--- src/rtl/rds_decoder.sv ---
// rds_decoder: RDS offset-word block sync, good/bad block classification
// and 4-block group assembly from a recovered 1187.5 bit/s bitstream.
module rds_decoder #(
  parameter int c_max_bad_blocks = 8,
  parameter bit c_group_out      = 1'b1
) (
  input  logic        clk,
  input  logic        reset_n,
  input  logic        bit_in,
  input  logic        bit_valid,
  output logic [15:0] block_data,
  output logic [2:0]  block_id,
  output logic        block_ok,
  output logic        block_valid,
  output logic [63:0] group_data,
  output logic        group_valid,
  output logic        synced
);

  localparam logic [2:0] ID_A  = 3'd0;
  localparam logic [2:0] ID_B  = 3'd1;
  localparam logic [2:0] ID_C  = 3'd2;
  localparam logic [2:0] ID_CP = 3'd3;
  localparam logic [2:0] ID_D  = 3'd4;

  typedef enum logic [1:0] {
    S_SEARCH,
    S_PRESYNC,
    S_SYNC
  } state_t;

  state_t      r_state;
  logic [24:0] r_sr;
  logic [4:0]  r_fill;
  logic [4:0]  r_bitcnt;
  logic [3:0]  r_badcnt;
  logic [2:0]  r_exp;
  logic [15:0] r_slot_a;
  logic [15:0] r_slot_b;
  logic [15:0] r_slot_c;
  logic        r_have_a;
  logic        r_have_b;
  logic        r_have_c;

  logic [25:0] w_sr;
  logic [15:0] w_data;
  logic [9:0]  w_syn;
  logic [2:0]  w_id;
  logic        w_hit;
  logic        w_ok;
  logic        w_fill_full;
  logic        w_blk_end;
  logic        w_lose;

  function automatic logic [9:0] crc10(input logic [15:0] d);
    logic [9:0] r;
    r = '0;
    for (int i = 15; i >= 0; i--)
      r = {r[8:0], 1'b0} ^ ({10{r[9] ^ d[i]}} & 10'h1B9);
    return r;
  endfunction

  function automatic logic [2:0] succ(input logic [2:0] id);
    logic [2:0] n;
    case (id)
      ID_A:       n = ID_B;
      ID_B:       n = ID_C;
      ID_C, ID_CP: n = ID_D;
      default:    n = ID_A;
    endcase
    return n;
  endfunction

  // Decisions use the word including the bit being shifted in now.
  assign w_sr   = {r_sr, bit_in};
  assign w_data = w_sr[25:10];
  assign w_syn  = w_sr[9:0] ^ crc10(w_data);

  always_comb begin
    w_hit = 1'b1;
    w_id  = ID_A;
    unique case (w_syn)
      10'h0FC: w_id = ID_A;
      10'h198: w_id = ID_B;
      10'h168: w_id = ID_C;
      10'h350: w_id = ID_CP;
      10'h1B4: w_id = ID_D;
      default: w_hit = 1'b0;
    endcase
  end

  assign w_ok = w_hit &&
    ((w_id == r_exp) || (r_exp == ID_C && w_id == ID_CP));
  assign w_fill_full = (r_fill >= 5'd25);
  assign w_blk_end   = (r_bitcnt == 5'd25);
  assign w_lose = !w_ok &&
    (r_badcnt == 4'(c_max_bad_blocks - 1));

  always_ff @(posedge clk) begin
    if (!reset_n) begin
      r_state     <= S_SEARCH;
      r_sr        <= '0;
      r_fill      <= '0;
      r_bitcnt    <= '0;
      r_badcnt    <= '0;
      r_exp       <= ID_A;
      r_slot_a    <= '0;
      r_slot_b    <= '0;
      r_slot_c    <= '0;
      r_have_a    <= 1'b0;
      r_have_b    <= 1'b0;
      r_have_c    <= 1'b0;
      block_data  <= '0;
      block_id    <= '0;
      block_ok    <= 1'b0;
      block_valid <= 1'b0;
      group_data  <= '0;
      group_valid <= 1'b0;
      synced      <= 1'b0;
    end else begin
      block_valid <= 1'b0;
      group_valid <= 1'b0;
      if (bit_valid) begin
        r_sr <= w_sr[24:0];
        if (r_fill != 5'd26) r_fill <= r_fill + 5'd1;
        unique case (r_state)
          S_SEARCH: begin
            if (w_fill_full && w_hit) begin
              r_exp    <= succ(w_id);
              r_bitcnt <= '0;
              r_state  <= S_PRESYNC;
            end
          end
          S_PRESYNC: begin
            if (w_blk_end) begin
              r_bitcnt <= '0;
              if (w_ok) begin
                r_state  <= S_SYNC;
                r_exp    <= succ(r_exp);
                r_badcnt <= '0;
                synced   <= 1'b1;
              end else begin
                r_state <= S_SEARCH;
              end
            end else begin
              r_bitcnt <= r_bitcnt + 5'd1;
            end
          end
          S_SYNC: begin
            if (w_blk_end) begin
              r_bitcnt    <= '0;
              r_exp       <= succ(r_exp);
              block_valid <= 1'b1;
              block_data  <= w_data;
              block_id    <= w_ok ? w_id : r_exp;
              block_ok    <= w_ok;
              if (w_ok) begin
                r_badcnt <= '0;
              end else if (w_lose) begin
                r_badcnt <= '0;
                r_state  <= S_SEARCH;
                r_fill   <= '0;
                synced   <= 1'b0;
              end else begin
                r_badcnt <= r_badcnt + 4'd1;
              end
              // Group slots: C and C' share one slot.
              if (!w_ok) begin
                r_have_a <= 1'b0;
                r_have_b <= 1'b0;
                r_have_c <= 1'b0;
              end else begin
                case (w_id)
                  ID_A: begin
                    r_slot_a <= w_data;
                    r_have_a <= 1'b1;
                    r_have_b <= 1'b0;
                    r_have_c <= 1'b0;
                  end
                  ID_B: begin
                    r_slot_b <= w_data;
                    r_have_b <= 1'b1;
                  end
                  ID_C, ID_CP: begin
                    r_slot_c <= w_data;
                    r_have_c <= 1'b1;
                  end
                  ID_D: begin
                    if (c_group_out && r_have_a &&
                        r_have_b && r_have_c) begin
                      group_valid <= 1'b1;
                      group_data  <= {r_slot_a, r_slot_b,
                                      r_slot_c, w_data};
                    end
                  end
                  default: ;
                endcase
              end
            end else begin
              r_bitcnt <= r_bitcnt + 5'd1;
            end
          end
          default: r_state <= S_SEARCH;
        endcase
      end
    end
  end

endmodule

--- config.mk ---
export PLATFORM = sky130hd
export DESIGN_NAME = rds_decoder
export DESIGN_NICKNAME = d
export VERILOG_FILES = /design/src/rtl/rds_decoder.sv
export SDC_FILE = /design/constraint.sdc
export NUM_CORES = 1
export LEC_CHECK = 0
export ABC_AREA = 0
export CAP_MARGIN = 25
export CORE_UTILIZATION = 55
export CTS_BUF_LIST = sky130_fd_sc_hd__clkbuf_4 sky130_fd_sc_hd__clkbuf_8 sky130_fd_sc_hd__clkbuf_16
export DETAILED_ROUTE_END_ITERATION = 12
export GPL_TIMING_DRIVEN = 0
export HOLD_SLACK_MARGIN = 0.03
export PLACE_DENSITY_LB_ADDON = 0.15
export SETUP_SLACK_MARGIN = 0.2
export SYNTH_ARGS = -nofsm -noshare
export SYNTH_HDL_FRONTEND = slang
export SYNTH_SLANG_ARGS = --single-unit
--- constraint.sdc ---
create_clock -name clk -period 9.5 [get_ports clk]
set_input_delay 1.9 -clock clk [delete_from_list [all_inputs] [get_ports clk]]
set_output_delay 1.9 -clock clk [all_outputs]
set_load 0.01 [all_outputs]
Yosys cells after proc, flatten, opt, wreduce, memory -nomap -nowiden

Cells that the tools add are included.

Memories: 0
Latch bits: 0
Output and inout port bits: 87
ROM bits: 0
Logic and storage cells: 158
Memory bits (writable): 0
Input port bits: 4
Flip-flop bits (word level): 182

Eq/ne operators: 27
Shifts and indexed selects: 0
Order comparisons: 1
Reduce and logical (&&, ||, !) cells: 33
Bitwise gates (word level): 30
Muxes and demuxes: 45
Div/mod/pow operators: 0
Add/subtract/negate cells: 3
Multipliers: 0

Operators by type and width:

| cell                                                             | number |
|---|---|
| 10-bit by 9-bit bitwise XOR with 10-bit output                   | 15 |
| 5-bit two-way mux                                                | 7 |
| 10-bit by 9-bit == test with 1-bit output, second input constant | 3 |
| 3-bit one-hot mux with 3 select lines                            | 3 |
| 6-bit AND reduction                                              | 4 |
| 4-bit two-way mux                                                | 5 |
| 5-bit AND reduction                                              | 4 |
| 3-bit two-way mux                                                | 5 |
| 1-bit bitwise XOR                                                | 14 |
| 3-bit by 2-bit == test with 1-bit output, second input constant  | 4 |
| 1-bit two-way mux                                                | 12 |
| 2-bit two-way mux                                                | 6 |
| 2-bit inequality test, second input constant                     | 6 |
| 3-bit one-hot mux with 4 select lines                            | 1 |
| 4-bit AND reduction                                              | 3 |
| 5-bit by 1-bit adder with 5-bit output, second input constant    | 2 |
| 10-bit == test, second input constant                            | 1 |
| 10-bit by 8-bit == test with 1-bit output, second input constant | 1 |
| 5-bit one-hot mux with 2 select lines                            | 1 |
| 10-bit bitwise XOR                                               | 1 |
| 3-bit AND reduction                                              | 3 |
| 4-bit one-hot mux with 2 select lines                            | 1 |
| 7-bit AND reduction                                              | 1 |
| 3-bit by 1-bit == test with 1-bit output, second input constant  | 2 |
| other kinds (22)                                                 | 34 |

Depth between registers and ports, before layout

Depth after elaboration: 42
Mapped depth: 14
Mapped depth without buffers: 11

Worst setup path after synthesis

Ideal clock, no wire load.

Path kind: input port to flip-flop
From: input bit_in
To: register group_data[2]
Path slack: 5.043 ns
Path buffers: 2
Library setup time: 0.128 ns
Data required time: 9.372 ns
Data arrival time: 4.329 ns
Stages on the path: 11
Path through: xnor3_1 > xor3_1 > mux2i_1 > o211ai_1 > o31a_1 > o21bai_4 > nand4_2 > buf_12 > buf_12 > mux2i_1 > nor2_1

Cells in the longest elaborated chain, start to end: 8
Elaborated cells on any way between the ends: 16
Those cells by class: eq/ne: 8; mux: 2; bitwise: 1; reduce/logical: 5

Ends and longest elaborated chain:

| element                                                                            | RTL line | RTL |
|---|---|---|
| start: declaration                                                                 | 9        | `input logic bit_in,` |
| 10-bit bitwise XOR (*)                                                             | 77       | `assign w_syn = w_sr[9:0] ^ crc10(w_data);` |
| 10-bit by 9-bit == test with 1-bit output / 10-bit == test (equally long branches) | 82       | `unique case (w_syn)` |
| 3-bit one-hot mux with 4 select lines                                              | 82       |  |
| 3-bit by 2-bit == test with 1-bit output                                           | 93       | `((w_id == r_exp) \|\| (r_exp == ID_C && w_id == ID_CP));` |
| 1-bit logical AND                                                                  | 93       |  |
| 1-bit logical OR                                                                   | 93       |  |
| 1-bit logical AND                                                                  | 92       | `assign w_ok = w_hit &&` |
| 6-bit AND reduction (no source line) (*)                                           | --       |  |
| end signal: assignment                                                             | 192      | `group_data <= {r_slot_a, r_slot_b,` |
| end: declaration                                                                   | 15       | `output logic [63:0] group_data,` |

Mark *: on every way between the ends. The rest lies on a longest branch, timed or not.
A chain may end at the register's enable or synchronous reset.

Worst setup path in the final report

From: input bit_in
To: register r_slot_c[13]

Cells in the longest elaborated chain, start to end: 8
Elaborated cells on any way between the ends: 17
Those cells by class: eq/ne: 8; mux: 2; bitwise: 1; reduce/logical: 6

Ends and longest elaborated chain:

| element                                                                            | RTL line | RTL |
|---|---|---|
| 10-bit bitwise XOR (*)                                                             | 77       |  |
| 10-bit by 9-bit == test with 1-bit output / 10-bit == test (equally long branches) | 82       |  |
| 3-bit one-hot mux with 4 select lines                                              | 82       |  |
| 3-bit by 2-bit == test with 1-bit output                                           | 93, 173  |  |
| 1-bit logical AND                                                                  | 93       |  |
| 1-bit logical OR                                                                   | 93       |  |
| 1-bit logical AND                                                                  | 92       |  |
| 5-bit AND reduction (no source line) (*)                                           | --       |  |
| end signal: assignment                                                             | 185      | `r_slot_c <= w_data;` |
| end: declaration                                                                   | 40       | `logic [15:0] r_slot_c;` |

Marked as above.

==> results.cfg <==
[status]
status = finished, final reports clean

[power]
powerDensity_nw_per_um2 = 150
leakagePower_nw = 4.77
ir_drop_uv = 148
p_total_mw = 1.55

[placed_design]
place_hpwl_um = 14100
place.port_buffers = 90
gp_congestion = 0.865
preCtsSetupSlack_ns = 3.99
placed_cell_area_um2 = 9710
place_inst = 1142

[synthesis]
synthSimpleGateAreaFrac_pct = 14.7
synthXorXnorAreaFrac_pct = 10.2
synth_top_area_cell = dfxtp_1
synthDistinctLibCells = 71
synth_top_family_by_area = multiplexers
synth_area_per_cell_um2 = 9.92
yosys_most_used_dff = dfxtp_1
synth_edf_count = 0
async_flop_share_pct = 0
synth_adder_area_share_pct = 1.46
netlist_area_um2 = 8570
netlist_instances = 864
synth_top_area_share_pct = 42.5
ys_top_cells_by_area = dfxtp_1 42%, mux2i_1 17%, nor2_1 6.8%
synthMuxAreaShare_pct = 16.9
yosysWarningCount = 0
yosys_register_bits = 182
synth-seq-area-share_pct = 42.5
synth_compound_area_share_pct = 8.17
syn-num-nets = 878

[flow_run]
drv_cap = 0

[critical_path]
critical_path.endpoint = r_slot_c[13]
worstPathMaxFanout = 10
worstSetupPathType = in -> reg
cp-end-kind = flip-flop
rrSetupSlack_ns = 4.59
reg2reg_from = r_sr[10]
crit_required_ns = 9.80
cp.arrival_ns = 5.45
worst_r2r_endpoint = r_fill[1]
startpoint_type = input pin
startpoint = bit_in
reg2regPathDepth = 12

[drt]
firstDrtPassIters = 5
routed_wl_um = 20500
vias = 6466
drcViolationCount = 0
drtAntennaViolNets = 0
wl_per_cell_um = 17.5
drt_iter0_drc = 508
vias_per_cell = 5.51

[finish]
final_common_cell = dfxtp_1
syn_to_final_growth_pct = 20.6
nets = 987
mostFrequentLayoutCells = 182 x dfxtp_1, 156 x nor2_1, 145 x mux2i_1
drive_gt1_share_pct = 8.12
diodes = 0
final_area_um2 = 10300
fin_cells = 1173

[global_route]
grt_max_degree = 18
grt_pass1_wl_um = 31800
antenna_found_initial = 0
overflow = 0
gr-usage-all-layers_pct = 25.9
grt_pass1_vias = 5911

[clock_tree]
cts_resized = 0
cts_setup_buffers = 0
clk_root_buffer_cell = clkbuf_16
clockBufferDepth = 2
clk-insertion-delay-late_ns = 0.43
clkTransAtPathRegs_ns = 0.07
htree_levels = 4
cts_tree = done
hold_buffers = 0
numClockSinks = 182
cts_buffers = 17

[hold_path]
whs_path_depth = 2
min_path_type = reg -> reg

[floorplanning]
die_h_um = 127
core_area_um2 = 15200
io_pins = 91
fp.dieArea_um2 = 16100
num_rows = 45
initial_core_util_pct = 56.4
die_x_um = 127

[sta]
period_share_pct = 54.3
slew_viol_final = 0
setup_tns_ns = 0
finalWorstSetupSlack_ns = 4.35
max_slew_margin_pct = 44.4
fin_skew_ns = 0.0115
finalSetupViolCount = 0
grt_setup_unrepaired = false
worst_pin_slew_ns = 0.834
finalHoldViolCount = 0
fmax_mhz = 194
fin_crit_ns = 5.15
-- synthesized netlist by cell type (all sizes together), types with 2 or more instances --
library cell / number
nand3: 10
a22oi: 4
o21bai: 2
clkbuf: 34
xor2: 10
a31oi: 5
nor3b: 2
and4: 2
o21ai: 12
a22o: 2
and3: 4
nand2b: 6
o41ai: 2
inv: 17
nand4: 13
mux2i: 145
o211ai: 5
nand4b: 2
dfxtp: 182
ha: 10
or3: 5
buf: 31
xnor3: 18
nor2b: 2
or4: 3
nand3b: 2
a2111oi: 2
nor4: 3
xor3: 4
a21oi: 36
o2111ai: 3
xnor2: 31
and2: 4
o311ai: 2
o32ai: 2
or2: 3
a31o: 2
nor2: 156
nor3: 3
o31ai: 5
o22ai: 3
nand2: 63
-- report_power, final --
part           switching (mW)  internal, mW
Sequential            0.00162         0.764
Clock                   0.320         0.429
Combinational          0.0255        0.0113
Total                   0.347          1.20
-- metal layers --
metal	track usage, %	up-vias	share of wire (%)
li1	-	3186	-
met1	35.0	3102	48
met2	42.4	154	47
met3	4.60	24	3.7
met4	7.56	0	1.5
met5	0	-	0
-- metrics by stage --
step	utilization, %	hold WS (ns)
global placement	63.9	0.441
global route	68.0	0.476
detailed placement	63.9	0.449
CTS	68.0	0.458
finish	68.0	0.454
floorplan	-	0.430
-- state kept, by name, indices dropped and copies added, names as in the netlist, 2 cells and up --
| register | flops |
|---|---|
| r_exp | 3 |
| r_bitcnt | 5 |
| r_slot_b | 16 |
| block_id | 3 |
| r_state | 2 |
| group_data | 64 |
| r_slot_a | 16 |
| r_badcnt | 4 |
| r_fill | 5 |
| r_slot_c | 16 |
| r_sr | 25 |
| block_data | 16 |
-- logic make-up after synthesis --
logic type | count (synthesis)
AOI/OAI and AO/OA | 97
xor gates and xnor gates | 63
adders and majority gates | 10
buffers and inverters | 82
DFF | 182
muxes | 145
and+or+nand+nor | 285
-- area by class of cell --
class	count	area (um2)
multi-input cells	600	4410
clock buffers	18	439
inverters	17	63.8
flip-flops and latches	182	3640
plain buffers	65	453
repair buffers	90	901
well taps	188	235
fillers	1203	4870
clock inverters	13	188
-- critical path, cell delays in order --
cell and delay [ns]:
clkdlybuf4s50_1 0.53, xnor3_1 0.47, xor3_1 0.40, mux2i_1 0.18, o211ai_1 0.33, nor3b_1 0.54
o21bai_4 0.30, nand4_1 0.21, buf_6 0.20, buf_8 0.16, mux2i_1 0.17, nor2_1 0.06
-- worst min-delay path by stage --
stage          slack (ns)              to            from
5_1_grt              0.48  block_data[10]  block_data[10]
3_5_place_dp         0.45  block_data[11]  block_data[11]
6_report             0.45   block_data[4]   block_data[4]
2_1_floorplan        0.43        r_have_a        r_have_a
3_3_place_gp         0.44        r_have_c        r_have_c
4_1_cts              0.46  block_data[14]  block_data[14]
No activity file was read; power rests on OpenSTA's default activity.
